`config.mk`:
```
export PLATFORM = sky130hd
export DESIGN_NAME = tick_gen
export DESIGN_NICKNAME = d
export VERILOG_FILES = /design/src/rtl/tick_gen.sv
export SDC_FILE = /design/constraint.sdc
export NUM_CORES = 1
export LEC_CHECK = 0
export CAP_MARGIN = 0
export CORE_UTILIZATION = 40
export CTS_BUF_LIST = sky130_fd_sc_hd__clkbuf_16
export DETAILED_ROUTE_END_ITERATION = 8
export PLACE_DENSITY = 0.77
export SLEW_MARGIN = 20
export SYNTH_ARGS = -nofsm -noshare
export SYNTH_HDL_FRONTEND = slang
export SYNTH_SLANG_ARGS = --single-unit
```
`constraint.sdc`:
```
create_clock -name clk -period 1.5 [get_ports clk]
set_input_delay 0.15 -clock clk [delete_from_list [all_inputs] [get_ports clk]]
set_output_delay 0.15 -clock clk [all_outputs]
set_load 0.02 [all_outputs]
```
`src/rtl/tick_gen.sv`:
```
`timescale 1ns/1ps
// -----------------------------------------------------------------------------
// tick_gen
//
// This is a programmable tick generator. It feeds a loadable up-counter.
// A run begins with a one-cycle `clear` pulse, which loads the counter with
// zero. After that, a one-cycle `tick` pulse fires every `cfg_period + 1`
// cycles. In one-shot mode the run ends after the first tick, and `done`
// pulses in the same cycle as that tick.
//
// Ports
//   clk          rising-edge clock
//   reset_n      asynchronous active-low reset
//   cfg_period   tick interval minus one (0 = tick every cycle)
//   cfg_oneshot  1 = stop after first tick, 0 = periodic
//   cfg_valid    config request
//   cfg_ready    config accepted when cfg_valid & cfg_ready (high in IDLE)
//   start        begin or restart a run (level, sampled each cycle)
//   stop         abort a run (level, sampled each cycle; beats start)
//   tick         registered one-cycle pulse, drives counter enable
//   clear        registered one-cycle pulse, drives counter load-zero
//   busy         high while running
//   done         registered one-cycle pulse at one-shot completion
// -----------------------------------------------------------------------------
module tick_gen #(
  parameter int WIDTH = 8
) (
  input  logic             clk,
  input  logic             reset_n,
  input  logic [WIDTH-1:0] cfg_period,
  input  logic             cfg_oneshot,
  input  logic             cfg_valid,
  output logic             cfg_ready,
  input  logic             start,
  input  logic             stop,
  output logic             tick,
  output logic             clear,
  output logic             busy,
  output logic             done
);

  typedef enum logic {
    IDLE = 1'b0,
    RUN  = 1'b1
  } state_t;

  state_t           state_q,   state_d;
  logic [WIDTH-1:0] period_q,  period_d;
  logic             oneshot_q, oneshot_d;
  logic [WIDTH-1:0] cnt_q,     cnt_d;
  logic             tick_d, clear_d, done_d;

  assign busy      = (state_q == RUN);
  assign cfg_ready = (state_q == IDLE);

  always_comb begin
    // NOTE: every signal driven here gets a default first, so no path can
    // leave a signal unassigned and infer a latch.
    state_d   = state_q;
    period_d  = period_q;
    oneshot_d = oneshot_q;
    cnt_d     = cnt_q;
    tick_d    = 1'b0;
    clear_d   = 1'b0;
    done_d    = 1'b0;

    unique case (state_q)
      IDLE: begin
        // A config accepted on the same edge as start applies to that run.
        // RUN compares against period_q, which already holds the new value.
        if (cfg_valid) begin
          period_d  = cfg_period;
          oneshot_d = cfg_oneshot;
        end
        if (start && !stop) begin
          state_d = RUN;
          cnt_d   = '0;
          clear_d = 1'b1;
        end
      end

      RUN: begin
        if (stop) begin
          // An abort drops a tick that is due in this cycle.
          state_d = IDLE;
        end else if (start) begin
          cnt_d   = '0;
          clear_d = 1'b1;
        end else if (cnt_q == period_q) begin
          // cnt_q returns to zero here, so it never passes period_q.
          // This holds even when period_q is all ones.
          tick_d = 1'b1;
          cnt_d  = '0;
          if (oneshot_q) begin
            state_d = IDLE;
            done_d  = 1'b1;
          end
        end else begin
          cnt_d = cnt_q + 1'b1;
        end
      end

      default: state_d = IDLE;
    endcase
  end

  // NOTE: sequential state uses non-blocking assignments. Every register
  // then samples the values from before the edge, whatever the statement
  // order.
  always_ff @(posedge clk or negedge reset_n) begin
    if (!reset_n) begin
      state_q   <= IDLE;
      period_q  <= '0;
      oneshot_q <= 1'b0;
      cnt_q     <= '0;
      tick      <= 1'b0;
      clear     <= 1'b0;
      done      <= 1'b0;
    end else begin
      state_q   <= state_d;
      period_q  <= period_d;
      oneshot_q <= oneshot_d;
      cnt_q     <= cnt_d;
      tick      <= tick_d;
      clear     <= clear_d;
      done      <= done_d;
    end
  end

endmodule
```
==> key figures <==
Timing
  – Slew Limit Fails: 0
  – Least-Margin Pin Slew: 0.737 ns
  – Final setup vio count: 4
  – Final period util: 1.07
  – Hold Vio Cnt, Final: 0
  – Post-route setup slack: -0.107 ns
  – Fmax: 622 MHz
  – Max Clock Skew: 0.00197 ns
  – Normalized max-slew margin: 0.508
  – RSZ-0062 raised after global routing: true
  – Setup TNS: -0.150 ns
  – Final min period: 1.61 ns

Final layout
  – Finished Cell Area: 0.00147 mm²
  – Fin util: 0.654
  – Multi-input gate area: 504 µm²
  – # diodes: 0
  – Nets@finish: 139
  – FF+latch area: 528 µm²
  – Area growth syn-to-layout: 50.1%
  – Fillers: 164
  – Finished Layout Cells: 151
  – Proportion of layout cells with a drive suffix above 1: 0.382

Clocking
  – Reg clk slew, reported paths: 0.06 ns
  – CTS Buf Count: 3
  – # hold bufs at CTS: 0
  – CTS tree: yes
  – Num Clock Sinks: 21
  – CTS H-Tree Depth: 1
  – Clk Latency, worst-skew pair: 0.25 ns
  – Max clock buf depth: 2
  – Root buffer cell: clkbuf_16

Logic synthesis
  – Yosys cell types: 29
  – Synthesized cell area: 982 µm²
  – Seq/Total Area, Yosys: 0.535
  – Yosys top cell area share: 0.535
  – Top_reg_cell synth: dfrtp_1
  – Adder-cell share of the synthesized area: 0.0127
  – Complex-gate fraction of the synthesized area: 0.0943
  – Mapped Cells: 85
  – Main combinational cell family by area after synthesis: simple AND/OR/NAND/NOR gates
  – Synth Area in XOR/XNOR: 0.0803
  – Syn. warnings: 0
  – Fraction of registers with async set/reset: 1.00
  – Synth Area in Simple Gates: 0.145
  – Mean Syn Cell Area: 11.6 µm²
  – Multiplexer share of the synthesized area: 0.113
  – Synth Net Count: 100
  – Post-synthesis register bit count: 21
  – Post-synth EDFFs: 0
  – Synth area leaders: dfrtp_1, mux2_2, xor2_1, nand2_1, nand3_1
  – Yosys top cell by area: dfrtp_1

Die
  – Die width: 51.6 µm
  – Die H: 51.6 µm
  – Initial Util: 0.436
  – Core area: 0.00225 mm²
  – Io pins: 19
  – Die area: 0.00266 mm²
  – Rows: 17

Route
  – Drt pass-1 iters: 4
  – Routed WL: 2320 µm
  – Routed len/inst: 15.4 µm
  – Initial DRC count: 17
  – Antenna Violating Nets Remaining: 0
  – DRC Markers: 0
  – Via count: 788
  – Vias per cell: 5.22

Power and ir drop
  – Leak Pwr: 0.638 nW
  – Switch share: 0.242
  – Sequential share of power: 0.447
  – Combinational share of power: 0.170
  – Pint: 1.10 mW
  – Switch Pwr: 0.353 mW
  – Clock power share: 0.384
  – PD cells: 989 mW/mm²
  – Worst VDD drop: 560 µV
  – Final total power: 1.46 mW

Global route
  – First-pass GRT wire length: 3630 µm
  – Met1 track demand over resource: 0.253
  – All-Layer GR Usage: 0.198
  – Total grt overflow: 0
  – Met3 Use GR: 0.0439
  – Most Used Layer, Global Route: met2
  – Initial antenna violation count: 0
  – Met2 Resource Use GR: 0.294
  – Largest net degree at the start of global routing: 22
  – Vias in the first global route: 800

Worst setup path
  – Data arrival time of the worst path: 1.78 ns
  – Setup CP Type: register to register
  – Crit end category: register
  – Critical Path RT: 1.67 ns
  – Worst-path fanout max: 6
  – Startpoint types: register

Place
  – GPL Wtd Cong: 0.818
  – Placed insts: 142
  – Input/output buffers: 18
  – Post-Place Cell Area: 0.00129 mm²
  – HPWL Detailed: 1590 µm

Job
  – Maxcap violations: 0

Hold path
  – Hold crit path type: input pin to async pin

Status
  – Failing checks: setup timing
  – Status: finished, violations left
## power groups by stage
stage	registers, mW	logic (mW)	clock network (mW)
finish	0.651	0.247	0.559
global route	0.656	0.266	0.595
CTS	0.646	0.217	0.565
detailed placement	0.656	0.208	0
global placement	0.653	0.200	0
floorplan	0.655	0.105	0
## cells by family (layout without fill, tap and decap cells)
logic type	Yosys count	in the layout
and+or+nand+nor	26	26
DFF	21	21
AOI/OAI and AO/OA	13	13
muxes	10	10
xor gates and xnor gates	9	9
buffers and inverters	5	43
adders and majority gates	1	1
## state kept, by name (all words and copies together), names as in the netlist
register	count
cnt_q	8
period_q	8
busy	1
clear	1
done	1
oneshot_q	1
tick	1
## cell usage after synthesis (2+ instances only)
cell / n
dfrtp_1: 21
mux2_2: 9
nand2_1: 9
xor2_1: 8
nand3_1: 6
inv_1: 3
nor2_1: 3
a21oi_1: 2
nor4_2: 2
o21ai_0: 2
o311ai_1: 2
## critical path, stage by stage (launching register included)
cell and delay (ns):
dfrtp_2 0.44, xor2_2 0.23, nor4_4 0.07, buf_4 0.16, a21o_4 0.22, or3_4 0.33
o21ai_2 0.07
## area by class of cell
class | count | share of cell area
Clock inverter | 1 | 0.00255
Clock buffer | 3 | 0.0509
Inverter | 4 | 0.0119
Multi-Input combinational cell | 59 | 0.342
Sequential cell | 21 | 0.358
Timing Repair Buffer | 35 | 0.211
Tap cell | 28 | 0.0238
## cell usage in the layout, fill, tap and decap left out
| master | instances |
|---|---|
| a21oi_1 | 1 |
| nor2_2 | 2 |
| and2_1 | 1 |
| ha_1 | 1 |
| nor2b_1 | 1 |
| buf_6 | 1 |
| mux2_2 | 9 |
| nor2_1 | 1 |
| dfrtp_2 | 2 |
| mux2i_1 | 1 |
| inv_4 | 1 |
| or3_4 | 2 |
| inv_1 | 4 |
| nor4_2 | 1 |
| clkdlybuf4s50_1 | 17 |
| xor2_2 | 3 |
| a21o_4 | 1 |
| nand2_2 | 1 |
| dfrtp_1 | 19 |
| or2_2 | 1 |
| a21oi_4 | 1 |
| nor4_4 | 1 |
| buf_4 | 16 |
| o21bai_1 | 1 |
| clkbuf_16 | 3 |
| a21oi_2 | 1 |
| xnor2_1 | 1 |
| o21ai_2 | 1 |
| and3_1 | 1 |
| o21ai_0 | 2 |
| a22o_1 | 1 |
| nand3_1 | 6 |
| nand2_1 | 8 |
| dlygate4sd2_1 | 1 |
| o311ai_1 | 3 |
| xor2_1 | 5 |
| a41oi_1 | 1 |
## metrics by stage
step / setup slack, ns / hold WS, ns
after global placement: -0.155 / 0.509
after floorplan: 0.0120 / -0.146
final: -0.107 / 0.238
after detailed placement: -0.252 / 0.508
after CTS: -0.0457 / 0.249
after global routing: -0.148 / 0.281
## path summary, 6_finish.rpt
kind / depth (start not counted) / from / slack, ns / end
setup reg to reg: 6 / cnt_q[3] / -0.11 / cnt_q[3]
min in group clk: 3 / start / 0.50 / clear
hold reg to reg: 1 / period_q[7] / 0.53 / period_q[7]
max in group asynchronous: 2 / reset_n / 1.03 / busy
hold / removal: 2 / reset_n / 0.24 / clear
setup / recovery: 6 / cnt_q[3] / -0.11 / cnt_q[3]
## what timing repair did
action | 4_1_cts | 5_1_grt
gates cloned | 0 | 0
buffers inserted | 3 | 4
pin swaps | 3 | 8
setup endpoints to repair | 6 | 8
gates resized for setup | 2 | 14
## metal layers
layer,up-vias,part of all wire
met2,30,0.48
met1,378,0.44
li1,371,-
met5,-,0
met4,0,0.043
met3,9,0.038
Power figures use the tool's default switching activity.
==> RTL change 1 (same flow settings) <==
`WIDTH`: 8 -> 10.
--- a/src/rtl/tick_gen.sv
+++ b/src/rtl/tick_gen.sv
@@ -23,7 +23,7 @@
 //   done         registered one-cycle pulse at one-shot completion
 // -----------------------------------------------------------------------------
 module tick_gen #(
-  parameter int WIDTH = 8
+  parameter int WIDTH = 10
 ) (
   input  logic             clk,
   input  logic             reset_n,
Interface: changed (resized cfg_period); port bits go from 19 to 21. No check against the original RTL was run, so the function may have changed too.
==> RTL change 1 against the unedited design <==
  * The flow still finishes with violations (negative setup slack)
  * Routed wire length is 23% higher
  * Total power up 12%
  * Non-clock buffer count grew 10
  * Sequential cell count grew 4
  * Core utilization fell by 3.2 points
  * Largest cell class unchanged
  * Worst setup slack lost 0.11 ns
  * Final area is 18% higher
  * Sequential power rose by 18%
  * Synthesized area grew 23%
==> RTL change 1: results (changes against the unedited design) <==
- DRT met1 WL: 1.11 mm (+9.0%)
- Initial drt markers: 26 (+9)
- Met3 routed WL: 77 microns (-13%)
- Largest net degree at the start of global routing: 26 (+18%)
- Switching share of power: 23.4% (-0.80 points)
- WHS: 0.244 ns (+0.00526 ns)
- Failing checks: negative setup slack
- Via density: 5.58 (+6.8%)
- CP Data Arrival Time: 1.86 ns (+0.08 ns)
- Setup crit end: cnt_q[6]
- Post-Syn Nets: 125 (+25%)
- PortBufs: 20 (+2)
- Top flop regs: cnt_q x10, period_q x10
- Peak supply drop: 0.000678 V (+21%)
- Outcome: finished with violations
- Total track usage: 19.9% (+0.12 points)
- Post-DP HPWL: 1.82 mm (+14%)
- Register area share after synthesis: 51.7% (-1.9 points)
- Commonest cells post-synth: 25 x dfrtp_1, 11 x mux2_2, 11 x nand2_1, 10 x xnor2_1, 5 x inv_1
- Setup WS post-layout: -0.213 ns (-0.106 ns)
- Synth area leaders: dfrtp_1 52%, mux2_2 10%, xnor2_1 7.2%
- Clock Skew: 0.00302 ns (+0.00104 ns)
- Worst-path fanout max: 5 (-1)
- DP Worst Slack: -0.202 ns (+0.0499 ns)
- Global-route wire length before repair: 4.96 mm (+37%)
- Vias in the first global route: 1,136 (+42%)
- Worst R2R Start: period_q[0]
- Leak: 0.790 nW (+24%)
- Worst slew pin tran: 0.739 ns (+0.00267 ns)
- Layout Nets: 173 (+24%)
- Fin util: 62.2% (-3.2 points)
- Netlist cell types: 31 (+6.9%)
- Final setup fails: 10 (+6)
- Routability cong.: 0.811 (-0.88%)
- Max layer used: met4
- Layout cells sized above 1: 31.6% (-6.6 points)
## RTL change 1: routing by layer
layer	up-vias	track usage (%)
met5	-	0
met3	19	2.49
li1	473	-
met2	34	37.1
met4	0	9.06
met1	511	22.5
## RTL change 1: worst max-delay path, stage by stage, from the launching register on
cell and delay, ns:
dfrtp_1 0.40, xnor2_1 0.18, nand4_1 0.18, o31ai_4 0.33, buf_6 0.17, and2b_1 0.17
o22a_1 0.17
## RTL change 1: worst min-delay path by stage
stage                        to
floorplan                  busy
global placement    period_q[8]
detailed placement         busy
CTS                 period_q[3]
global route        period_q[3]
finish              period_q[3]
## RTL change 1: kinds of logic (layout without fill, tap and decap cells)
logic type      count (synthesis)  count (layout)  synth area share [%]
compound gates                 16              16                  10.1
xor+xnor                       12              12                  8.68
fa+ha+maj                       1               1                  1.03
buf+inv                         7              54                  2.79
flops                          25              25                  51.7
mux                            11              11                  10.2
simple gates                   36              36                  15.5
## RTL change 1: power by group through the flow
stage	Clock, mW	Sequential [mW]	Combinational (mW)
6_report	0.585	0.767	0.276
2_1_floorplan	0	0.774	0.128
3_5_place_dp	0	0.778	0.239
5_1_grt	0.619	0.774	0.301
3_3_place_gp	0	0.775	0.230
4_1_cts	0.594	0.766	0.267
## RTL change 1: repair_timing
item	4_1_cts	5_1_grt
gates resized for setup	7	7
buffers inserted	6	3
hold buffers	0	0
setup endpoints to repair	8	13
hold endpoints to repair	0	0
pin swaps	4	3
cloned	1	0
## RTL change 1: cell type report
type | instances | area (sq um)
fill | 215 | 1060
sequential | 25 | 627
multi-input combinational | 76 | 583
timing repair buffer | 45 | 398
clock buffer | 3 | 75.1
tap | 31 | 38.8
inverter | 5 | 18.8
clock inverter | 1 | 5.00
## RTL change 1: per-stage QoR
stage	instances	TNS [ns]
2_1_floorplan	108	-0.0820
3_3_place_gp	175	-0.548
3_5_place_dp	175	-0.904
4_1_cts	186	-0.843
5_1_grt	186	-1.71
6_report	186	-1.15
==> RTL change 2 (same settings) <==
Made on the original files. Add an input register stage for `cfg_period`, `cfg_oneshot` and `cfg_valid`; this delays them by one clock. The other inputs are not delayed to match. Comments in the files are not updated.
--- a/src/rtl/tick_gen.sv
+++ b/src/rtl/tick_gen.sv
@@ -44,6 +44,16 @@
     RUN  = 1'b1
   } state_t;
 
+  logic [WIDTH-1:0] cfg_period_q;
+  logic cfg_oneshot_q;
+  logic cfg_valid_q;
+
+  always_ff @(posedge clk) begin
+    cfg_period_q  <= cfg_period;
+    cfg_oneshot_q <= cfg_oneshot;
+    cfg_valid_q   <= cfg_valid;
+  end
+
   state_t           state_q,   state_d;
   logic [WIDTH-1:0] period_q,  period_d;
   logic             oneshot_q, oneshot_d;
@@ -68,9 +78,9 @@
       IDLE: begin
         // A config accepted on the same edge as start applies to that run.
         // RUN compares against period_q, which already holds the new value.
-        if (cfg_valid) begin
-          period_d  = cfg_period;
-          oneshot_d = cfg_oneshot;
+        if (cfg_valid_q) begin
+          period_d  = cfg_period_q;
+          oneshot_d = cfg_oneshot_q;
         end
         if (start && !stop) begin
           state_d = RUN;
Formal check against the unedited RTL: not equivalent (a bounded check fails within 4 cycles, from zero or initial values and one cycle with reset_n low).
==> RTL change 2 against the unedited design <==
  * The flow still finishes with violations (negative setup slack)
  * Final area is 15% higher
  * Synthesized area is 20% higher
  * Worst setup slack better by 0.068 ns
  * Die area is 20% higher
  * Count of clock-buffer cells in the layout is 2 higher
  * Non-clock buffer count is 3 lower
  * Combinational power is 7% lower
  * Sequential cell count is 10 higher
  * Global-route usage is 2.5 points lower
  * Routed wire length is 0.60% lower
  * Synthesized cell count is 12% higher
  * Worst hold slack worse by 0.017 ns
  * Sequential power is 43% higher
  * Total power is 42% higher
  * Largest cell class unchanged
  * Highest routed layer unchanged
==> RTL change 2: results (changes against the unedited design) <==
- Insertion delay to the later sink of the worst-skew pair: 0.27 ns (+0.02 ns)
- Max stage delay on crit path: 0.41 ns (-0.03 ns)
- Global-route wire length before repair: 4.00 mm (+10%)
- Worst slew pin tran: 0.677 ns (-0.0597 ns)
- Outcome: finished with violations
- Failing checks: negative setup slack
- Seq group: 0.934 mW (+43%)
- Post-DP HPWL: 1.59 mm (-0.19%)
- Number of CTS-inserted buffers: 5 (+2)
- Top flop regs: cfg_period_q x8, cnt_q x8, period_q x8
- Combinational group share of total power: 11.1% (-5.9 points)
- Layout cells sized above 1: 31.3% (-6.9 points)
- Switching share of power: 22.0% (-2.2 points)
- Commonest cells post-synth: 21 x dfrtp_1, 10 x dfxtp_1, 9 x mux2_2, 9 x nand2_1, 8 x xor2_1
- Post-synth ARST share: 67.7% (-32 points)
- Peak supply drop: 0.00123 V (+120%)
- Leak: 0.737 nW (+15%)
- Layout Nets: 148 (+6.5%)
- CP max-delay cell: dfrtp_1
- Tcrit/Tclk final: 103% (-4.5 points)
- Routability cong.: 0.934 (+14%)
- Clock Skew: 0.00575 ns (+0.00378 ns)
- Post-Syn Nets: 110 (+10%)
- Setup WS post-layout: -0.0392 ns (+0.0677 ns)
- Initial drt markers: 24 (+7)
- Synth area leaders: dfrtp_1 44%, dfxtp_1 17%, mux2_2 8.6%
- Final setup fails: 3 (-1)
- Register area share after synthesis: 61.4% (+7.9 points)
- Netlist cell types: 30 (+3.4%)
- DP Worst Slack: -0.182 ns (+0.0703 ns)
- Vias in the first global route: 866 (+8.3%)
- Total track usage: 17.3% (-2.5 points)
==> RTL change 2: metrics by stage <==
stage / std cells / power, mW / setup TNS [ns]
after floorplan: 95 / 1.05 / 0
after global placement: 154 / 1.14 / -0.545
after detailed placement: 154 / 1.15 / -0.891
after CTS: 164 / 2.09 / -0.0548
after global routing: 165 / 2.17 / -0.611
final: 165 / 2.08 / -0.0801
==> RTL change 2: cell type report <==
type,count,area [sq um]
Clock buffer,5,125
Clock inverter,3,12.5
Fill cell,200,1090
Inverter,4,17.5
Multi-Input combinational cell,59,488
Sequential cell,31,727
Tap cell,31,38.8
Timing Repair Buffer,32,284
==> RTL change 2: per-layer routing <==
layer	global-route usage (%)	vias up	part of all wire (%)
met2	26.4	24	52
met5	0	-	0
met4	8.71	0	2.0
met1	21.2	399	41
li1	-	403	-
met3	6.91	6	4.8
==> RTL change 2: final timing paths <==
kind / endpoint / slack, ns / startpoint
min reg2reg: period_q[7] / 0.46 / cfg_period_q[7]
max reg2reg: cnt_q[3] / -0.04 / cnt_q[2]
max in group asynchronous: busy / 1.05 / reset_n
max: cnt_q[3] / -0.04 / cnt_q[2]
min in group clk: cfg_period_q[0] / 0.32 / cfg_period[0]
min: cnt_q[4] / 0.22 / reset_n
==> RTL change 2: kinds of logic (layout without fill, tap and decap cells) <==
family          after synthesis  after routing  share of synthesized area [%]
compound gates               13             13                           7.83
flops                        31             31                           61.4
buf+inv                       5             44                           1.59
simple gates                 26             26                           12.1
mux                          10             10                           9.42
xor+xnor                      9              9                           6.67
fa+ha+maj                     1              1                           1.06
==> RTL change 2: what timing repair did <==
action	in CTS	in global routing
pin swaps	3	4
endpoints found under the setup margin	10	10
endpoints found under the hold margin	0	0
gates resized for setup	4	8
buffers inserted	2	1
